File: src/rtl/cmn_arb_pkg.sv
// Shared types and constants for the round-robin arbiter family.
package cmn_arb_pkg;

    typedef enum logic {
        IDLE   = 1'b0,
        LOCKED = 1'b1
    } arb_state_e;

    localparam int unsigned NREQ  = 4;
    localparam int unsigned IDX_W = 2;

    function automatic logic [NREQ-1:0] idx_onehot(input logic [IDX_W-1:0] idx);
        logic [NREQ-1:0] v;
        v      = '0;
        v[idx] = 1'b1;
        return v;
    endfunction

endpackage

File: src/rtl/cmn_rr_arb_mux4_if.sv
// Four-requester input channels plus the shared output channel of the arbiter.
interface cmn_rr_arb_mux4_if #(
    parameter int p_nbits = 32
);
    import cmn_arb_pkg::*;

    logic [NREQ-1:0]         in_val;
    logic [NREQ-1:0]         in_rdy;
    logic [NREQ*p_nbits-1:0] in_msg;
    logic [NREQ-1:0]         in_last;
    logic                    out_val;
    logic                    out_rdy;
    logic [p_nbits-1:0]      out_msg;
    logic                    out_last;
    logic [IDX_W-1:0]        out_src;

    modport master (
        output in_val, in_msg, in_last, out_rdy,
        input  in_rdy, out_val, out_msg, out_last, out_src
    );

    modport slave (
        input  in_val, in_msg, in_last, out_rdy,
        output in_rdy, out_val, out_msg, out_last, out_src
    );

endinterface

File: src/rtl/cmn_Mux4.sv
// Library 4-input mux, width p_nbits.
module cmn_Mux4 #(
    parameter int p_nbits = 1
) (
    input  logic [p_nbits-1:0] in0,
    input  logic [p_nbits-1:0] in1,
    input  logic [p_nbits-1:0] in2,
    input  logic [p_nbits-1:0] in3,
    input  logic [1:0]         sel,
    output logic [p_nbits-1:0] out
);

    always_comb begin
        out = in0;
        case (sel)
            2'd0:    out = in0;
            2'd1:    out = in1;
            2'd2:    out = in2;
            default: out = in3;
        endcase
    end

endmodule

File: src/rtl/cmn_rr_picker.sv
// Combinational round-robin picker: first set req bit at or after ptr, wrapping.
module cmn_rr_picker
    import cmn_arb_pkg::*;
(
    input  logic [IDX_W-1:0] ptr,
    input  logic [NREQ-1:0]  req,
    output logic [IDX_W-1:0] grant,
    output logic             any_req
);

    logic [IDX_W-1:0] w_idx;

    // Scan from farthest to nearest so the closest requester to ptr is written last.
    always_comb begin
        grant   = '0;
        any_req = 1'b0;
        w_idx   = '0;
        for (int k = NREQ - 1; k >= 0; k--) begin
            w_idx = ptr + IDX_W'(k);
            if (req[w_idx]) begin
                grant   = w_idx;
                any_req = 1'b1;
            end
        end
    end

endmodule

File: src/rtl/cmn_rr_arb_mux4.sv
// Four-way round-robin arbiter with optional packet lock and a one-entry output register.
module cmn_rr_arb_mux4
    import cmn_arb_pkg::*;
#(
    parameter int p_nbits = 32,
    parameter bit p_lock  = 1'b1
) (
    input  logic             clk,
    input  logic             reset,
    cmn_rr_arb_mux4_if.slave bus
);

    arb_state_e         r_state, w_state_nxt;
    logic [IDX_W-1:0]   r_ptr, r_lk, w_pick, w_g;
    logic               w_any, w_gv, w_en, w_xfer, w_last;
    logic [p_nbits:0]   w_beat;
    logic               r_out_val, r_out_last;
    logic [p_nbits-1:0] r_out_msg;
    logic [IDX_W-1:0]   r_out_src;

    cmn_rr_picker u_picker (
        .ptr     (r_ptr),
        .req     (bus.in_val),
        .grant   (w_pick),
        .any_req (w_any)
    );

    cmn_Mux4 #(.p_nbits(p_nbits + 1)) u_mux (
        .in0 ({bus.in_last[0], bus.in_msg[0*p_nbits +: p_nbits]}),
        .in1 ({bus.in_last[1], bus.in_msg[1*p_nbits +: p_nbits]}),
        .in2 ({bus.in_last[2], bus.in_msg[2*p_nbits +: p_nbits]}),
        .in3 ({bus.in_last[3], bus.in_msg[3*p_nbits +: p_nbits]}),
        .sel (w_g),
        .out (w_beat)
    );

    // The output register refills in the same cycle it drains.
    assign w_en   = !r_out_val || bus.out_rdy;
    assign w_g    = (r_state == LOCKED) ? r_lk : w_pick;
    assign w_gv   = (r_state == LOCKED) ? bus.in_val[r_lk] : w_any;
    assign w_xfer = w_gv && w_en && !reset;
    assign w_last = w_beat[p_nbits];

    assign bus.in_rdy = w_xfer ? idx_onehot(w_g) : '0;

    always_ff @(posedge clk) begin
        if (reset) r_state <= IDLE;
        else       r_state <= w_state_nxt;
    end

    always_comb begin
        w_state_nxt = r_state;
        case (r_state)
            IDLE:    if (p_lock && w_xfer && !w_last) w_state_nxt = LOCKED;
            LOCKED:  if (w_xfer && w_last)            w_state_nxt = IDLE;
            default: w_state_nxt = IDLE;
        endcase
    end

    always_ff @(posedge clk) begin
        if (reset) begin
            r_ptr <= '0;
            r_lk  <= '0;
        end else if (w_xfer) begin
            if (r_state == IDLE && w_state_nxt == LOCKED) r_lk <= w_g;
            if (w_last || !p_lock)                        r_ptr <= w_g + IDX_W'(1);
        end
    end

    always_ff @(posedge clk) begin
        if (reset) begin
            r_out_val  <= 1'b0;
            r_out_msg  <= '0;
            r_out_last <= 1'b0;
            r_out_src  <= '0;
        end else if (w_xfer) begin
            r_out_val  <= 1'b1;
            r_out_msg  <= w_beat[p_nbits-1:0];
            r_out_last <= w_last;
            r_out_src  <= w_g;
        end else if (r_out_val && bus.out_rdy) begin
            r_out_val  <= 1'b0;
        end
    end

    assign bus.out_val  = r_out_val;
    assign bus.out_msg  = r_out_msg;
    assign bus.out_last = r_out_last;
    assign bus.out_src  = r_out_src;

endmodule

File: src/flat_wrapper.sv
// flat-port wrapper written by rule: the top's interface ports become plain ports
module cmn_rr_arb_mux4_flat import cmn_arb_pkg::*;
#(
    parameter int p_nbits = 32,
    parameter bit p_lock  = 1'b1
)
  (clk, reset, bus_in_val, bus_in_msg, bus_in_last, bus_out_rdy, bus_in_rdy, bus_out_val, bus_out_msg, bus_out_last, bus_out_src);
  cmn_rr_arb_mux4_if #(.p_nbits(p_nbits)) bus_i ();
  input  logic clk;
  input  logic reset;
  input wire logic [$bits(bus_i.in_val)-1:0] bus_in_val;
  input wire logic [$bits(bus_i.in_msg)-1:0] bus_in_msg;
  input wire logic [$bits(bus_i.in_last)-1:0] bus_in_last;
  input wire logic [$bits(bus_i.out_rdy)-1:0] bus_out_rdy;
  output wire logic [$bits(bus_i.in_rdy)-1:0] bus_in_rdy;
  output wire logic [$bits(bus_i.out_val)-1:0] bus_out_val;
  output wire logic [$bits(bus_i.out_msg)-1:0] bus_out_msg;
  output wire logic [$bits(bus_i.out_last)-1:0] bus_out_last;
  output wire logic [$bits(bus_i.out_src)-1:0] bus_out_src;
  assign bus_i.in_val = bus_in_val;
  assign bus_i.in_msg = bus_in_msg;
  assign bus_i.in_last = bus_in_last;
  assign bus_i.out_rdy = bus_out_rdy;
  assign bus_in_rdy = bus_i.in_rdy;
  assign bus_out_val = bus_i.out_val;
  assign bus_out_msg = bus_i.out_msg;
  assign bus_out_last = bus_i.out_last;
  assign bus_out_src = bus_i.out_src;
  cmn_rr_arb_mux4 #(.p_nbits(p_nbits), .p_lock(p_lock)) u_core (.clk(clk), .reset(reset), .bus(bus_i));
endmodule
File: config.mk
export PLATFORM = sky130hd
export DESIGN_NAME = cmn_rr_arb_mux4_flat
export DESIGN_NICKNAME = d
export VERILOG_FILES = /design/src/rtl/cmn_arb_pkg.sv /design/src/rtl/cmn_rr_arb_mux4_if.sv /design/src/rtl/cmn_Mux4.sv /design/src/rtl/cmn_rr_picker.sv /design/src/rtl/cmn_rr_arb_mux4.sv /design/src/flat_wrapper.sv
export SDC_FILE = /design/constraint.sdc
export NUM_CORES = 1
export LEC_CHECK = 0
export ABC_AREA = 1
export CAP_MARGIN = 20
export CORE_MARGIN = 3
export CORE_UTILIZATION = 34
export DETAILED_ROUTE_END_ITERATION = 10
export PLACE_DENSITY = 0.85
export REMOVE_ABC_BUFFERS = 1
export SLEW_MARGIN = 20
export SYNTH_ARGS = -nofsm -noshare
export SYNTH_HDL_FRONTEND = slang
export SYNTH_SLANG_ARGS = --single-unit
File: constraint.sdc
create_clock -name clk -period 4.55 [get_ports clk]
set_clock_uncertainty 0.1 [all_clocks]
set_input_delay 1.365 -clock clk [delete_from_list [all_inputs] [get_ports clk]]
set_output_delay 1.365 -clock clk [all_outputs]
set_load 0.02 [all_outputs]
==> metrics.csv, run 1 <==
stage,metric,value,unit
status,status,completed,
worst_setup_path,CP startpoint kind,primary input,
power_and_ir_drop,Sw Ratio,47.09,%
synth,register area share after synthesis,28.37,%
cts,clk_lat worst skew,290,ps
layout,Filler Cells Inserted,720,
placement,HPWL after detailed placement,7.777,mm
run,Max Cap Viol,0,
worst_setup_path,crit path max fanout,3,
layout,Final nets,738,
power_and_ir_drop,Sw Pwr,0.001499,W
route,drt wl/cell,15.58,µm
route,via count,3515,
worst_setup_path,critical path data arrival time,4600,ps
layout,Layout area overhead,74.48,%
power_and_ir_drop,power share of the clock group,7.4,%
power_and_ir_drop,P_int,0.001684,W
worst_setup_path,CP endpoint kind,flop,
floorplanning,I/O pins,179,
timing,fin crit period,4469,ps
synth,Unique masters post-synth,25,
layout,n_diodes,0,
synth,Synth async-reset ratio,0,%
power_and_ir_drop,part of the power in registers,18.7,%
global_route,gr usage total,21.58,%
floorplanning,row cnt,33,
synth,synthesized area,0.002893,mm²
cts,CTS max path bufs,2,
floorplanning,core area,0.008258,mm²
timing,Final Hold Fails,0,
worst_setup_path,Critical Path RT,4680,ps
synth,"FF+latch count, synth",41,
route,number of vias per cell,5.014,
route,Antenna Nets Post-Route,0,
cts,Clock Sinks,41,
synth,number of synthesized flops with an enable pin,0,
floorplanning,chip height,98.24,µm
timing,Relative slew margins,56.55,%
timing,setup slack after layout,81.43,ps
floorplanning,Chip Width,98.24,µm
power_and_ir_drop,Peak supply drop,325.2,µV
timing,Final setup viols,0,
min_path,Hold WC Path Type,flop to flop,
global_route,first-pass GRT wire length,17.24,mm
cts,H-tree Lvls,2,
route,final wirelength,10.92,mm
synth,Yosys warning total,0,
floorplanning,full die area,0.009651,mm²
global_route,number of global-route vias before repair,3593,
global_route,maximum number of pins on one net before global-route repair,67,
cts,Worst-path clk slew,90,ps
route,DRT Pass-1 Iters,5,
placement,Final Wtd Congestion,0.8391,
placement,dpl ws,-654.0,ps
global_route,initial antenna violation count,0,
timing,accumulated negative setup slack,0,ps
global_route,grt ovf,0,
timing,fin crit share,98.21,%
power_and_ir_drop,Comb power frac,73.9,%
cts,CTS root buf,clkbuf_8,
route,DR iter-0 viols,135,
floorplanning,Starting Density,35.03,%
synth,Gate Count Post-Synth,407,
timing,maximum clock frequency,0.2238,GHz
placement,Port-buffer cells,178,
cts,CTS tree,done,
layout,layout cells sized above 1,26.51,%
timing,Worst Max-Slew Pin Slew,651.7,ps
cts,Num CTS Buffers,5,
power_and_ir_drop,static leakage,2.173,nW
synth,syn_area_per_cell,7.108,µm²
worst_setup_path,CP Class,primary input to flop,
synth,most common flop cell mapped by yosys,dfxtp_1,
power_and_ir_drop,Power Dens Cells,630.6,mW/mm²
route,DRC viols,0,
timing,"Slew Viols, Final",0,
timing repair:
action | CTS | global route
hold buffers | 0 | 0
gates cloned | 0 | 0
setup endpoints to repair | 4 | 4
buffers inserted | 19 | 0
pin swaps | 7 | 6
resized for setup | 46 | 12
Yosys cell counts (all sizes together) (3+ instances only):
master,number,area (µm²)
buf,13,127.6
nand3,14,70.07
a21oi,6,30.03
clkbuf,19,71.32
nor2,39,216.5
dfxtp,41,820.8
inv,23,86.33
nand4,3,25.02
o21ai,39,300.3
a22o,32,280.3
ha,4,50.05
o22ai,33,206.5
nand2,139,591.8
cells by family (layout without fill, tap and decap cells):
group / after synthesis / count (layout) / share of synthesized area, %
AND/OR/NAND/NOR: 195 / 195 / 31.23
AO/OA/AOI/OAI: 111 / 111 / 28.50
XOR/XNOR: 1 / 1 / 0.3028
buffers and inverters: 55 / 244 / 9.861
adder cells (fa/ha/maj): 4 / 4 / 1.730
flip-flops: 41 / 41 / 28.37
final cells by class:
class | instances | area (µm²) | area share, %
clock buffer | 5 | 68.82 | 1.363
clock inverter | 3 | 17.52 | 0.3471
tap | 105 | 131.4 | 2.603
inverter | 23 | 90.09 | 1.785
timing repair buffer | 213 | 2039 | 40.41
sequential | 41 | 820.8 | 16.26
multi-input combinational | 311 | 1879 | 37.23
critical path, cell delays in order:
cell           delay (ps)
dlygate4sd2_1         270
nand2_2                90
o21ai_4               120
nand2_2                90
nand3_2               100
nand2_1                50
nand2_1                70
nand3_2               130
buf_6                 140
buf_4                 120
buf_4                 120
buf_4                 120
buf_4                 120
buf_4                 120
buf_4                 120
buf_4                 130
buf_4                 130
buf_4                 120
buf_4                 130
buf_4                 120
buf_4                 120
buf_4                 120
buf_4                 120
buf_4                 130
buf_4                 120
nand3_1                70
nand2_1                80
inv_1                  50
worst paths after layout:
path	start	to	cells past startpoint	slack [ps]
worst max register to register	u_core.r_ptr[0]$_SDFFE_PP0P_	u_core.r_ptr[0]$_SDFFE_PP0P_	27	650
worst min register to register	u_core.bus.out_src[1]$_SDFFE_PP0N_	u_core.bus.out_src[1]$_SDFFE_PP0N_	2	390
worst min-delay path	u_core.bus.out_src[1]$_SDFFE_PP0N_	u_core.bus.out_src[1]$_SDFFE_PP0N_	2	390
worst max-delay path	bus_in_val[0]	u_core.r_ptr[0]$_SDFFE_PP0P_	28	80
stage by stage:
step           cell area, µm²  utilization [%]  power (W)  hold slack (ps)  std cells
2_1_floorplan            2694                -   0.001927            427.0        375
5_1_grt                  5047            61.12   0.003424            390.6        701
3_5_place_dp             4736            57.35   0.002676            357.9        674
4_1_cts                  5022            60.82   0.003136            384.0        701
3_3_place_gp             4736            57.35   0.002634            364.3        674
6_report                 5047            61.12   0.003183            385.6        701
registers in the layout (all words and copies together), names as in the netlist:
name,count
u_core.r_state,1
u_core.bus.out_msg,32
u_core.r_ptr,2
u_core.bus.out_last,1
u_core.bus.out_val,1
u_core.r_lk,2
u_core.bus.out_src,2
power by group through the flow:
| stage | Combinational, W | Clock [W] | Sequential (W) |
|---|---|---|---|
| 3_5_place_dp | 0.00208 | 0 | 0.000599 |
| 3_3_place_gp | 0.00204 | 0 | 0.000592 |
| 4_1_cts | 0.00229 | 0.000248 | 0.000594 |
| 2_1_floorplan | 0.00118 | 0 | 0.000742 |
| 6_report | 0.00235 | 0.000236 | 0.000594 |
| 5_1_grt | 0.00255 | 0.000260 | 0.000612 |
cell usage in the layout (no fill, tap or decap), types with 6 or more instances in the layout:
| cell | instances |
|---|---|
| a21oi_1 | 6 |
| a22o_1 | 32 |
| buf_4 | 37 |
| clkdlybuf4s50_1 | 169 |
| dfxtp_1 | 41 |
| inv_1 | 13 |
| inv_2 | 8 |
| nand2_1 | 107 |
| nand2_2 | 31 |
| nand3_1 | 10 |
| nor2_1 | 11 |
| nor2_2 | 27 |
| o21ai_1 | 7 |
| o21ai_2 | 28 |
| o22ai_1 | 33 |
metal layers:
| metal | part of all wire [%] | track usage (%) |
|---|---|---|
| met3 | 6.8 | 5.000 |
| met2 | 50 | 39.37 |
| met5 | 0 | 0 |
| met4 | 3.0 | 7.563 |
| met1 | 40 | 24.53 |
Power figures use the tool's default switching activity.
==> inputs of run 2 (changes only) <==
--- a/config.mk
+++ b/config.mk
@@ -12,7 +12,7 @@
 export DETAILED_ROUTE_END_ITERATION = 10
 export PLACE_DENSITY = 0.85
 export REMOVE_ABC_BUFFERS = 1
-export SLEW_MARGIN = 20
+export SLEW_MARGIN = 30
 export SYNTH_ARGS = -nofsm -noshare
 export SYNTH_HDL_FRONTEND = slang
 export SYNTH_SLANG_ARGS = --single-unit
==> results of run 2 <==
The final DEF is identical to that of run 1; final timing and power are the same.
==> inputs of run 3 (changes only) <==
--- a/config.mk
+++ b/config.mk
@@ -6,11 +6,10 @@
 export NUM_CORES = 1
 export LEC_CHECK = 0
 export ABC_AREA = 1
-export CAP_MARGIN = 20
 export CORE_MARGIN = 3
-export CORE_UTILIZATION = 34
+export CORE_UTILIZATION = 38
 export DETAILED_ROUTE_END_ITERATION = 10
-export PLACE_DENSITY = 0.85
+export PLACE_DENSITY = 0.89
 export REMOVE_ABC_BUFFERS = 1
 export SLEW_MARGIN = 30
 export SYNTH_ARGS = -nofsm -noshare
==> constraint.sdc (replaced) <==
create_clock -name clk -period 5.1 [get_ports clk]
set_clock_uncertainty 0.1 [all_clocks]
set_input_delay 1.53 -clock clk [delete_from_list [all_inputs] [get_ports clk]]
set_output_delay 1.53 -clock clk [all_outputs]
set_load 0.02 [all_outputs]
==> run 3 against run 2 <==
  * Via count fell by 0.83%
  * Critical path type is now primary input to output port
  * Sequential share of layout area rose by 0.59 points
  * Largest cell class unchanged
  * Global-route usage rose by 0.92 points
  * First-iteration DRC count fell by 8.1%
==> metrics.csv, run 3 (same netlist as run 1, synthesis figures left out) <==
stage,metric,value,unit,change
status,status,completed,,
worst_setup_path,crit path max fanout,4,,+1
route,DRT Pass-1 Iters,4,,-1
floorplanning,Chip Width,93.25,µm,-5.1%
power_and_ir_drop,Power Dens Cells,549.7,mW/mm²,-13%
worst_setup_path,critical path data arrival time,3380,ps,-1220 ps
global_route,maximum number of pins on one net before global-route repair,67,,unchanged
worst_setup_path,CP cell instances,"clkdlybuf4s50_1, nand2_1, o21ai_2, buf_6, nand2_1, nand3_2, nand2_1, nand2_1, nand3_2, nand2_2, ha_2, inv_1, nor2_1, buf_2",,
worst_setup_path,highest-delay cell along the critical path,clkdlybuf4s50_1,,
layout,Multi-input gate area,0.001823,mm²,-3.0%
timing,accumulated negative setup slack,0,ps,unchanged
layout,n_diodes,0,,unchanged
timing,Final setup viols,0,,unchanged
timing,setup slack after layout,85.17,ps,+3.742 ps
layout,FF+latch area,820.8,µm²,unchanged
global_route,number of global-route vias before repair,3420,,-4.8%
layout,Filler Cells Inserted,577,,-20%
global_route,grt ovf,0,,unchanged
placement,Port-buffer cells,178,,unchanged
layout,max reg flops,32,,unchanged
min_path,hold endpoint,u_core.bus.out_src[0]$_SDFFE_PP0N_,,
timing,fin crit period,5015,ps,
layout,layout cells sized above 1,22.53,%,-4.0 points
worst_setup_path,Worst path max stage delay,500,ps,+230 ps
timing,Worst Max-Slew Pin Slew,659.6,ps,+7.887 ps
layout,Finished Cell Area,0.004870,mm²,-3.5%
power_and_ir_drop,Peak supply drop,872.4,µV,+170%
cts,Worst-path clk slew,80,ps,about the same
floorplanning,I/O pins,179,,unchanged
timing,fin crit share,98.33,%,
route,final wirelength,10.13,mm,-7.2%
worst_setup_path,Critical Path RT,3470,ps,-1210 ps
floorplanning,row cnt,31,,-6.1%
floorplanning,full die area,0.008696,mm²,-9.9%
timing,maximum clock frequency,0.1994,GHz,
cts,CTS root buf,clkbuf_8,,
route,Antenna Nets Post-Route,0,,unchanged
layout,"commonest non-fill, non-tap cell in the layout",clkdlybuf4s50_1,,
worst_setup_path,CP Class,primary input to output port,,
layout,Final nets,720,,-2.4%
floorplanning,chip height,93.25,µm,-5.1%
route,DR iter-0 viols,124,,-8.1%
layout,Layout area overhead,68.34,%,
route,number of vias per cell,5.157,,+2.8%
cts,CTS tree,done,,
placement,dpl ws,-458.7,ps,+195.3 ps
global_route,first-pass GRT wire length,15.99,mm,-7.2%
floorplanning,Starting Density,39.46,%,+4.4 points
run,Max Cap Viol,0,,unchanged
power_and_ir_drop,static leakage,2.107,nW,-3.0%
placement,DP Area,0.004721,mm²,-0.32%
min_path,worst hold path depth,2,,unchanged
timing,Relative slew margins,56.03,%,-0.53 points
timing,"Slew Viols, Final",0,,unchanged
cts,CTS max path bufs,2,,unchanged
layout,Util after Layout,66.43,%,+5.3 points
cts,clk_lat worst skew,280,ps,about the same
cts,H-tree Lvls,2,,unchanged
worst_setup_path,Reg2Reg Depth,18,,-33%
worst_setup_path,CP endpoint kind,output port,,
worst_setup_path,worst path bufs/invs,4,,-15
cts,Clock Sinks,41,,unchanged
timing,Final Hold Fails,0,,unchanged
worst_setup_path,r2r startpoint,u_core.r_ptr[0]$_SDFFE_PP0P_,,
floorplanning,core area,0.007331,mm²,-11%
min_path,Hold WC Path Type,flop to flop,,
worst_setup_path,reg2reg setup slack,1700,ps,+1050 ps
worst_setup_path,Most common cell on crit path,nand2_1,,
global_route,initial antenna violation count,0,,unchanged
global_route,gr usage total,22.49,%,+0.92 points
power_and_ir_drop,Power Total,0.002677,W,-16%
cts,Num CTS Buffers,5,,unchanged
worst_setup_path,CP startpoint kind,primary input,,
route,DRC viols,0,,unchanged
worst_setup_path,Reg-to-Reg End,u_core.r_state$_SDFF_PP0_,,
worst_setup_path,cell family with most CP delay,buffers and inverters,,
cts,hold buffer count at CTS,0,,unchanged
layout,most frequent cells in the layout,"171 x clkdlybuf4s50_1, 110 x nand2_1, 41 x dfxtp_1",,
placement,Final Wtd Congestion,0.9715,,+16%
placement,HPWL after detailed placement,7.527,mm,-3.2%
route,drt wl/cell,14.99,µm,-3.8%
min_path,hold path startpoint,u_core.bus.out_src[0]$_SDFFE_PP0N_,,
route,via count,3486,,-0.83%
==> run 3: power by group <==
| group | switching, W | internal (W) | leakage (nW) |
|---|---|---|---|
| clock network | 0.000105 | 0.000142 | 0.0540 |
| registers | 0.0000902 | 0.000441 | 0.339 |
| logic | 0.00106 | 0.000835 | 1.71 |
| total | 0.00126 | 0.00142 | 2.11 |
==> run 3: timing repair <==
item	CTS	global route
buffers inserted	0	2
pin swaps	0	2
setup endpoints to repair	4	4
resized for setup	20	14
==> run 3: stage by stage <==
step	hold WS, ps	std cells
6_report	372.0	676
5_1_grt	403.1	676
4_1_cts	375.8	674
3_5_place_dp	358.0	667
3_3_place_gp	356.7	667
2_1_floorplan	427.0	375
==> run 3: worst min-delay path: cells and delay by family (launching register included) <==
kind	cells	cell delay, ps
flops	1	310
simple gates	1	70
compound gates	1	50
==> run 3: layer usage <==
layer / track usage (%) / routed length (µm)
met5: 0 / 0
met1: 25.45 / 3859
met2: 40.56 / 5002
met4: 6.471 / 235
met3: 6.677 / 1038
==> run 3: how the worst max path moves through the flow <==
stage	from	end	slack, ps	cells after the start
finish	bus_in_val[2]	bus_in_rdy[0]	90	14
global route	bus_in_val[1]	bus_in_rdy[0]	-50	13
CTS	bus_in_val[3]	bus_in_rdy[0]	10	14
detailed placement	bus_in_val[3]	bus_in_rdy[1]	-460	14
global placement	bus_in_val[3]	bus_in_rdy[0]	-310	14
floorplan	bus_in_val[3]	bus_in_rdy[3]	-410	12
==> run 3: cell type report <==
cell class	instances	area share, %
Timing Repair Buffer	195	39.23
Multi-Input combinational cell	311	37.44
Sequential cell	41	16.86
Tap cell	99	2.544
Inverter	23	1.799
Clock buffer	5	1.413
Clock inverter	2	0.7194
